**src/rtl/turno_memoria_ctrl.sv**
```systemverilog
// rtl/turno_memoria_ctrl.sv - turn sequencer for the 16-card two-player memory game
module turno_memoria_ctrl #(
    parameter int TURN_TICKS = 15,
    parameter int SHOW_TICKS = 2,
    parameter int NPAIRS     = 8
) (
    input  logic             clk,
    input  logic             rst,
    input  logic             new_game,
    input  logic [15:0][4:0] deck_in,
    input  logic             sel_valid,
    input  logic [3:0]       sel_pos,
    input  logic             tick_1hz,
    output logic             ver_start,
    output logic [15:0][4:0] ver_cards_out,
    input  logic [15:0][4:0] ver_cards_in,
    input  logic             ver_done,
    input  logic             ver_pair,
    output logic [15:0][4:0] board,
    output logic             player,
    output logic [3:0]       score0,
    output logic [3:0]       score1,
    output logic [4:0]       time_left,
    output logic             game_over,
    output logic [1:0]       winner
);

    localparam logic [4:0] TURN_RELOAD = 5'(TURN_TICKS);
    localparam logic [2:0] SHOW_RELOAD = 3'(SHOW_TICKS);
    localparam logic [3:0] PAIRS_ALL   = 4'(NPAIRS);

    localparam logic [1:0] CARD_CLOSED  = 2'b00;
    localparam logic [1:0] CARD_OPEN    = 2'b01;

    typedef enum logic [2:0] {
        IDLE,
        PICK1,
        PICK2,
        SHOW,
        VSTART,
        VWAIT,
        OVER
    } state_t;

    state_t           state, state_n;
    logic [15:0][4:0] board_n;
    logic             player_n;
    logic [3:0]       score0_n, score1_n;
    logic [3:0]       pairs, pairs_n;
    logic [4:0]       time_left_n;
    logic             game_over_n;
    logic [1:0]       winner_n;
    logic             ver_start_n;
    logic [3:0]       pos1, pos1_n;
    logic [2:0]       show_cnt, show_cnt_n;

    logic             timer_tick;
    logic             expire;
    logic             sel_closed;
    logic             unused_deck_bits;

    function automatic logic [3:0] sat_inc(input logic [3:0] v);
        return (v == 4'hF) ? v : v + 4'd1;
    endfunction

    // The verifier always sees the live board; it only changes again once ver_done lands.
    assign ver_cards_out = board;

    // Only the symbol field of the deck is loaded; fold the status bits away.
    always_comb begin
        unused_deck_bits = 1'b0;
        for (int i = 0; i < 16; i++) begin
            unused_deck_bits = unused_deck_bits ^ (^deck_in[i][1:0]);
        end
    end

    // Next-state and next-output logic; new_game is applied last so it overrides every state.
    always_comb begin
        state_n     = state;
        board_n     = board;
        player_n    = player;
        score0_n    = score0;
        score1_n    = score1;
        pairs_n     = pairs;
        time_left_n = time_left;
        game_over_n = game_over;
        winner_n    = winner;
        ver_start_n = 1'b0;
        pos1_n      = pos1;
        show_cnt_n  = show_cnt;

        timer_tick = tick_1hz && (state == PICK1 || state == PICK2);
        expire     = timer_tick && (time_left == 5'd1);
        sel_closed = (board[sel_pos][1:0] == CARD_CLOSED);

        case (state)
            PICK1, PICK2: begin
                if (expire) begin
                    if (board[pos1][1:0] == CARD_OPEN) begin
                        board_n[pos1][1:0] = CARD_CLOSED;
                    end
                    player_n    = ~player;
                    time_left_n = TURN_RELOAD;
                    state_n     = PICK1;
                end else begin
                    if (timer_tick && time_left != 5'd0) begin
                        time_left_n = time_left - 5'd1;
                    end
                    if (state == PICK1 && sel_valid && sel_closed) begin
                        board_n[sel_pos][1:0] = CARD_OPEN;
                        pos1_n                = sel_pos;
                        state_n               = PICK2;
                    end else if (state == PICK2 && sel_valid && sel_closed && sel_pos != pos1) begin
                        board_n[sel_pos][1:0] = CARD_OPEN;
                        show_cnt_n            = SHOW_RELOAD;
                        state_n               = SHOW;
                    end
                end
            end
            SHOW: begin
                if (tick_1hz) begin
                    if (show_cnt <= 3'd1) begin
                        ver_start_n = 1'b1;
                        state_n     = VSTART;
                    end else begin
                        show_cnt_n = show_cnt - 3'd1;
                    end
                end
            end
            VSTART: begin
                state_n = VWAIT;
            end
            VWAIT: begin
                if (ver_done) begin
                    board_n = ver_cards_in;
                    if (ver_pair) begin
                        if (player) begin
                            score1_n = sat_inc(score1);
                        end else begin
                            score0_n = sat_inc(score0);
                        end
                        pairs_n = sat_inc(pairs);
                        if (pairs_n == PAIRS_ALL) begin
                            game_over_n = 1'b1;
                            if (score0_n > score1_n) begin
                                winner_n = 2'b01;
                            end else if (score1_n > score0_n) begin
                                winner_n = 2'b10;
                            end else begin
                                winner_n = 2'b11;
                            end
                            state_n = OVER;
                        end else begin
                            time_left_n = TURN_RELOAD;
                            state_n     = PICK1;
                        end
                    end else begin
                        player_n    = ~player;
                        time_left_n = TURN_RELOAD;
                        state_n     = PICK1;
                    end
                end
            end
            default: begin
                state_n = state;
            end
        endcase

        if (new_game) begin
            for (int i = 0; i < 16; i++) begin
                board_n[i] = {deck_in[i][4:2], CARD_CLOSED};
            end
            player_n    = 1'b0;
            score0_n    = 4'd0;
            score1_n    = 4'd0;
            pairs_n     = 4'd0;
            time_left_n = TURN_RELOAD;
            game_over_n = 1'b0;
            winner_n    = 2'b00;
            ver_start_n = 1'b0;
            state_n     = PICK1;
        end
    end

    // State and registered outputs; reset blanks the board and drops any pending handshake.
    always_ff @(posedge clk or posedge rst) begin
        if (rst) begin
            state     <= IDLE;
            for (int i = 0; i < 16; i++) begin
                board[i] <= 5'b00011;
            end
            player    <= 1'b0;
            score0    <= 4'd0;
            score1    <= 4'd0;
            pairs     <= 4'd0;
            time_left <= 5'd0;
            game_over <= 1'b0;
            winner    <= 2'b00;
            ver_start <= 1'b0;
            pos1      <= 4'd0;
            show_cnt  <= 3'd0;
        end else begin
            state     <= state_n;
            board     <= board_n;
            player    <= player_n;
            score0    <= score0_n;
            score1    <= score1_n;
            pairs     <= pairs_n;
            time_left <= time_left_n;
            game_over <= game_over_n;
            winner    <= winner_n;
            ver_start <= ver_start_n;
            pos1      <= pos1_n;
            show_cnt  <= show_cnt_n;
        end
    end

endmodule

```
**config.mk**
```make
export PLATFORM = sky130hd
export DESIGN_NAME = turno_memoria_ctrl
export DESIGN_NICKNAME = d
export VERILOG_FILES = /design/src/rtl/turno_memoria_ctrl.sv
export SDC_FILE = /design/constraint.sdc
export NUM_CORES = 1
export LEC_CHECK = 0
export CAP_MARGIN = 20
export CORE_AREA = 2 2 136 138
export CTS_BUF_LIST = sky130_fd_sc_hd__clkbuf_4 sky130_fd_sc_hd__clkbuf_8 sky130_fd_sc_hd__clkbuf_16
export CTS_CLUSTER_DIAMETER = 200
export DETAILED_ROUTE_END_ITERATION = 12
export DIE_AREA = 0 0 138 140
export DONT_BUFFER_PORTS = 1
export GPL_ROUTABILITY_DRIVEN = 0
export GPL_TIMING_DRIVEN = 1
export HOLD_SLACK_MARGIN = 0.12
export SYNTH_ARGS = -nofsm -noshare
export SYNTH_HDL_FRONTEND = slang
export SYNTH_SLANG_ARGS = --single-unit
```
**constraint.sdc**
```tcl
create_clock -name clk -period 3.9 [get_ports clk]
set_clock_uncertainty 0.2 [all_clocks]
set_input_delay 0.78 -clock clk [delete_from_list [all_inputs] [get_ports clk]]
set_output_delay 0.78 -clock clk [all_outputs]
set_load 0.005 [all_outputs]
```
==> results.yml <==
run_status:
  status: "finished, final reports clean"
pwr:
  power.internal_w: 0.00270
  p_clk_share_pct: 19.1
  p_comb_share_pct: 36.0
  p_total_w: 0.00477
  p_switching_w: 0.00207
  p_seq_share_pct: 44.9
  powerDensity_mw_per_mm2: 630
  peakVddDrop_uv: 231
  switching_share_pct: 43.5
  p_leak_nw: 2.88
detailed_routing:
  vias: 6108
  viasPerCell: 6.30
  wl_mm: 21.7
  antenna_left: 0
  drt_iter0_drc: 471
  drt-wirelength-per-cell_um: 22.4
  drc: 0
  first_pass_iters: 5
floorplan:
  die_w_um: 138
  io_pins: 349
  start_util_pct: 43.4
  core_area_mm2: 0.0178
  rows: 49
  die_area_mm2: 0.0193
  die_y_um: 140
logic_synthesis:
  yosys_warnings: 0
  synth_edf_count: 0
  seq_area_frac_synth_pct: 36.8
  synth_seq_cells: 112
  synth_cells: 841
  synth_top_cell_area_share_pct: 25.9
  synth_cell_type_count: 85
  async_flop_share_pct: 100
  synth_fp_nets: 1024
  yosys.area.top_type: "dfrtp_1"
  synth_flop_cell: "dfrtp_1"
  syn_area_mm2: 0.00772
  synthTopCellsByArea: "dfrtp_1, dfstp_2, buf_4, a22oi_1, o21ai_0"
  syn_avg_cell_area_um2: 9.18
cts:
  cts.sink_count: 112
  root_buffer: "clkbuf_16"
  clk_latency_ns: 0.36
  cts_buffers: 9
  cts_tree: "yes"
  htreeDepth: 3
  clk_pin_slew_ns: 0.08
  cts-resized-gates: 0
  clockBufferDepth: 2
worst_hold_path:
  min_to: "pairs[3]$_DFFE_PP0P_"
  hold_path_class: "primary input to flop"
  min_from: "new_game"
  whs_path_depth: 1
cells_and_area:
  fill_cells: 1730
  layout_commonest_cell: "dfrtp_1"
  regArea_mm2: 0.00284
  area_growth_pct: -1.99
  antenna_cells: 0
  drive_gt1_share_pct: 16.6
  final_cell_area_mm2: 0.00757
  final_cell_mix: "dfrtp_1, nand2_1, o21ai_0, a22oi_1, a21oi_1"
  multi_input_area_mm2: 0.00387
  fin_cells: 970
  fin_nets: 919
grt:
  antenna_found_initial: 0
  grt_pass1_wl_mm: 34.2
  grt_overflow: 0
  grt_max_degree: 126
  track_usage_pct: 22.0
  grt_pass1_vias: 6130
  use_met3_pct: 5.26
  busiest_layer: "met2"
  gr-usage-met2_pct: 35.2
  met1_usage_pct: 29.1
setup_path:
  worst_ep_required_time_ns: 3.99
  critPathLaunch: "pos1[1]$_DFFE_PP0P_"
  path_class: "flop to flop"
  endpoint_kind: "flop"
  critPathLaunchType: "flop"
  worstPathMaxFanout: 17
  worstPathArrival_ns: 3.17
  r2r-start: "pos1[1]$_DFFE_PP0P_"
  rrSetupSlack_ns: 0.82
  reg2reg_to: "board[45]$_DFFE_PP1P_"
  reg2reg_depth: 6
sta:
  fin_crit_sh_pct: 79.0
  max_slew.worst_pin.slew_ns: 0.815
  hold_violations: 0
  slew_headroom_pct: 45.3
  min_period_ns: 3.08
  setup_viol: 0
  slew_viol_final: 0
  fmax_ghz: 0.325
  rsz0062_at_grt: "false"
  setup_tns_ns: 0
place:
  dpl.cell_count: 952
  placed_area_mm2: 0.00724
  dpl.hpwl_mm: 15.8
  io_buffers: 0
job:
  cap_viol_max_count: 0
metal layers:
metal	up-vias	routed length, um
met3	35	1460
met1	3024	9450
li1	2791	-
met4	0	496
met5	-	0
met2	258	10300
stage by stage:
step | hold slack [ns] | setup slack (ns) | utilization [%]
6_report | 0.291 | 0.820 | 42.6
5_1_grt | 0.261 | 0.661 | 42.6
4_1_cts | 0.264 | 0.824 | 42.4
3_5_place_dp | 0.283 | 0.524 | 40.7
3_3_place_gp | 0.272 | 0.597 | 40.7
2_1_floorplan | 0.248 | 0.0140 | -
flip-flops by register name, indices dropped and copies added, names as in the netlist:
name	cells
score1	4
player	1
pairs	4
winner	2
ver_start	1
score0	4
board	80
show_cnt	3
state	3
game_over	1
time_left	5
pos1	4
cells in the mapped netlist (5+ instances only):
cell / count
buf_2: 12
o21ai_0: 75
or3b_2: 5
or3_1: 7
nand2_1: 77
mux2i_1: 20
dfrtp_1: 80
nand3b_1: 8
nand4_1: 6
buf_6: 5
nor2_1: 35
xnor2_1: 5
a31oi_1: 14
a22o_1: 6
dfstp_2: 32
nor3b_1: 20
nor2b_1: 6
nor3_1: 12
nand2b_1: 9
inv_1: 32
mux2_1: 8
buf_4: 81
ha_1: 12
clkbuf_1: 26
mux2_2: 15
a22oi_1: 64
a21oi_1: 50
nand3_1: 19
worst max-delay path, stage by stage, from the launching register on:
cell and delay (ns):
dfrtp_1 0.64, or3b_2 0.63, a32oi_1 0.22, a31oi_1 0.10, o211ai_1 0.57, nand3_1 0.29, mux2_2 0.35
how the worst max path moves through the flow:
stage | endpoint | slack [ns] | cells after the start
after global routing | board[45]$_DFFE_PP1P_ | 0.66 | 6
after detailed placement | board[40]$_DFFE_PP1P_ | 0.52 | 6
after global placement | board[40]$_DFFE_PP1P_ | 0.60 | 6
after floorplan | board[12]$_DFFE_PP0P_ | 0.01 | 1
after CTS | board[40]$_DFFE_PP1P_ | 0.82 | 6
final | board[45]$_DFFE_PP1P_ | 0.82 | 6
what timing repair did:
item / CTS / global route
setup buffers: 0 / 0
endpoints found under the hold margin: 0 / 20
hold buffers: 0 / 1
layout make-up:
type	count	share of cell area [%]
sequential	112	37.6
timing repair buffer	17	2.08
clock inverter	6	0.694
clock buffer	10	3.08
multi-input combinational	564	51.2
tap	229	3.79
inverter	32	1.62
cell families after synthesis:
kind of cell | Yosys count | share of synthesized area, %
AO/OA/AOI/OAI | 260 | 23.4
AND/OR/NAND/NOR | 239 | 17.4
adder cells (fa/ha/maj) | 12 | 1.94
multiplexers | 43 | 5.95
buffers and inverters | 165 | 13.1
flip-flops | 112 | 36.8
XOR/XNOR | 10 | 1.33
power groups by stage:
stage                     sequential [W]  clock, W  combinational (W)
final                            0.00214  0.000912            0.00172
after floorplan                  0.00184         0            0.00187
after global placement           0.00215         0            0.00164
after CTS                        0.00214  0.000945            0.00171
after detailed placement         0.00216         0            0.00171
after global routing             0.00220  0.000992            0.00192
No activity file was read; power rests on OpenSTA's default activity.
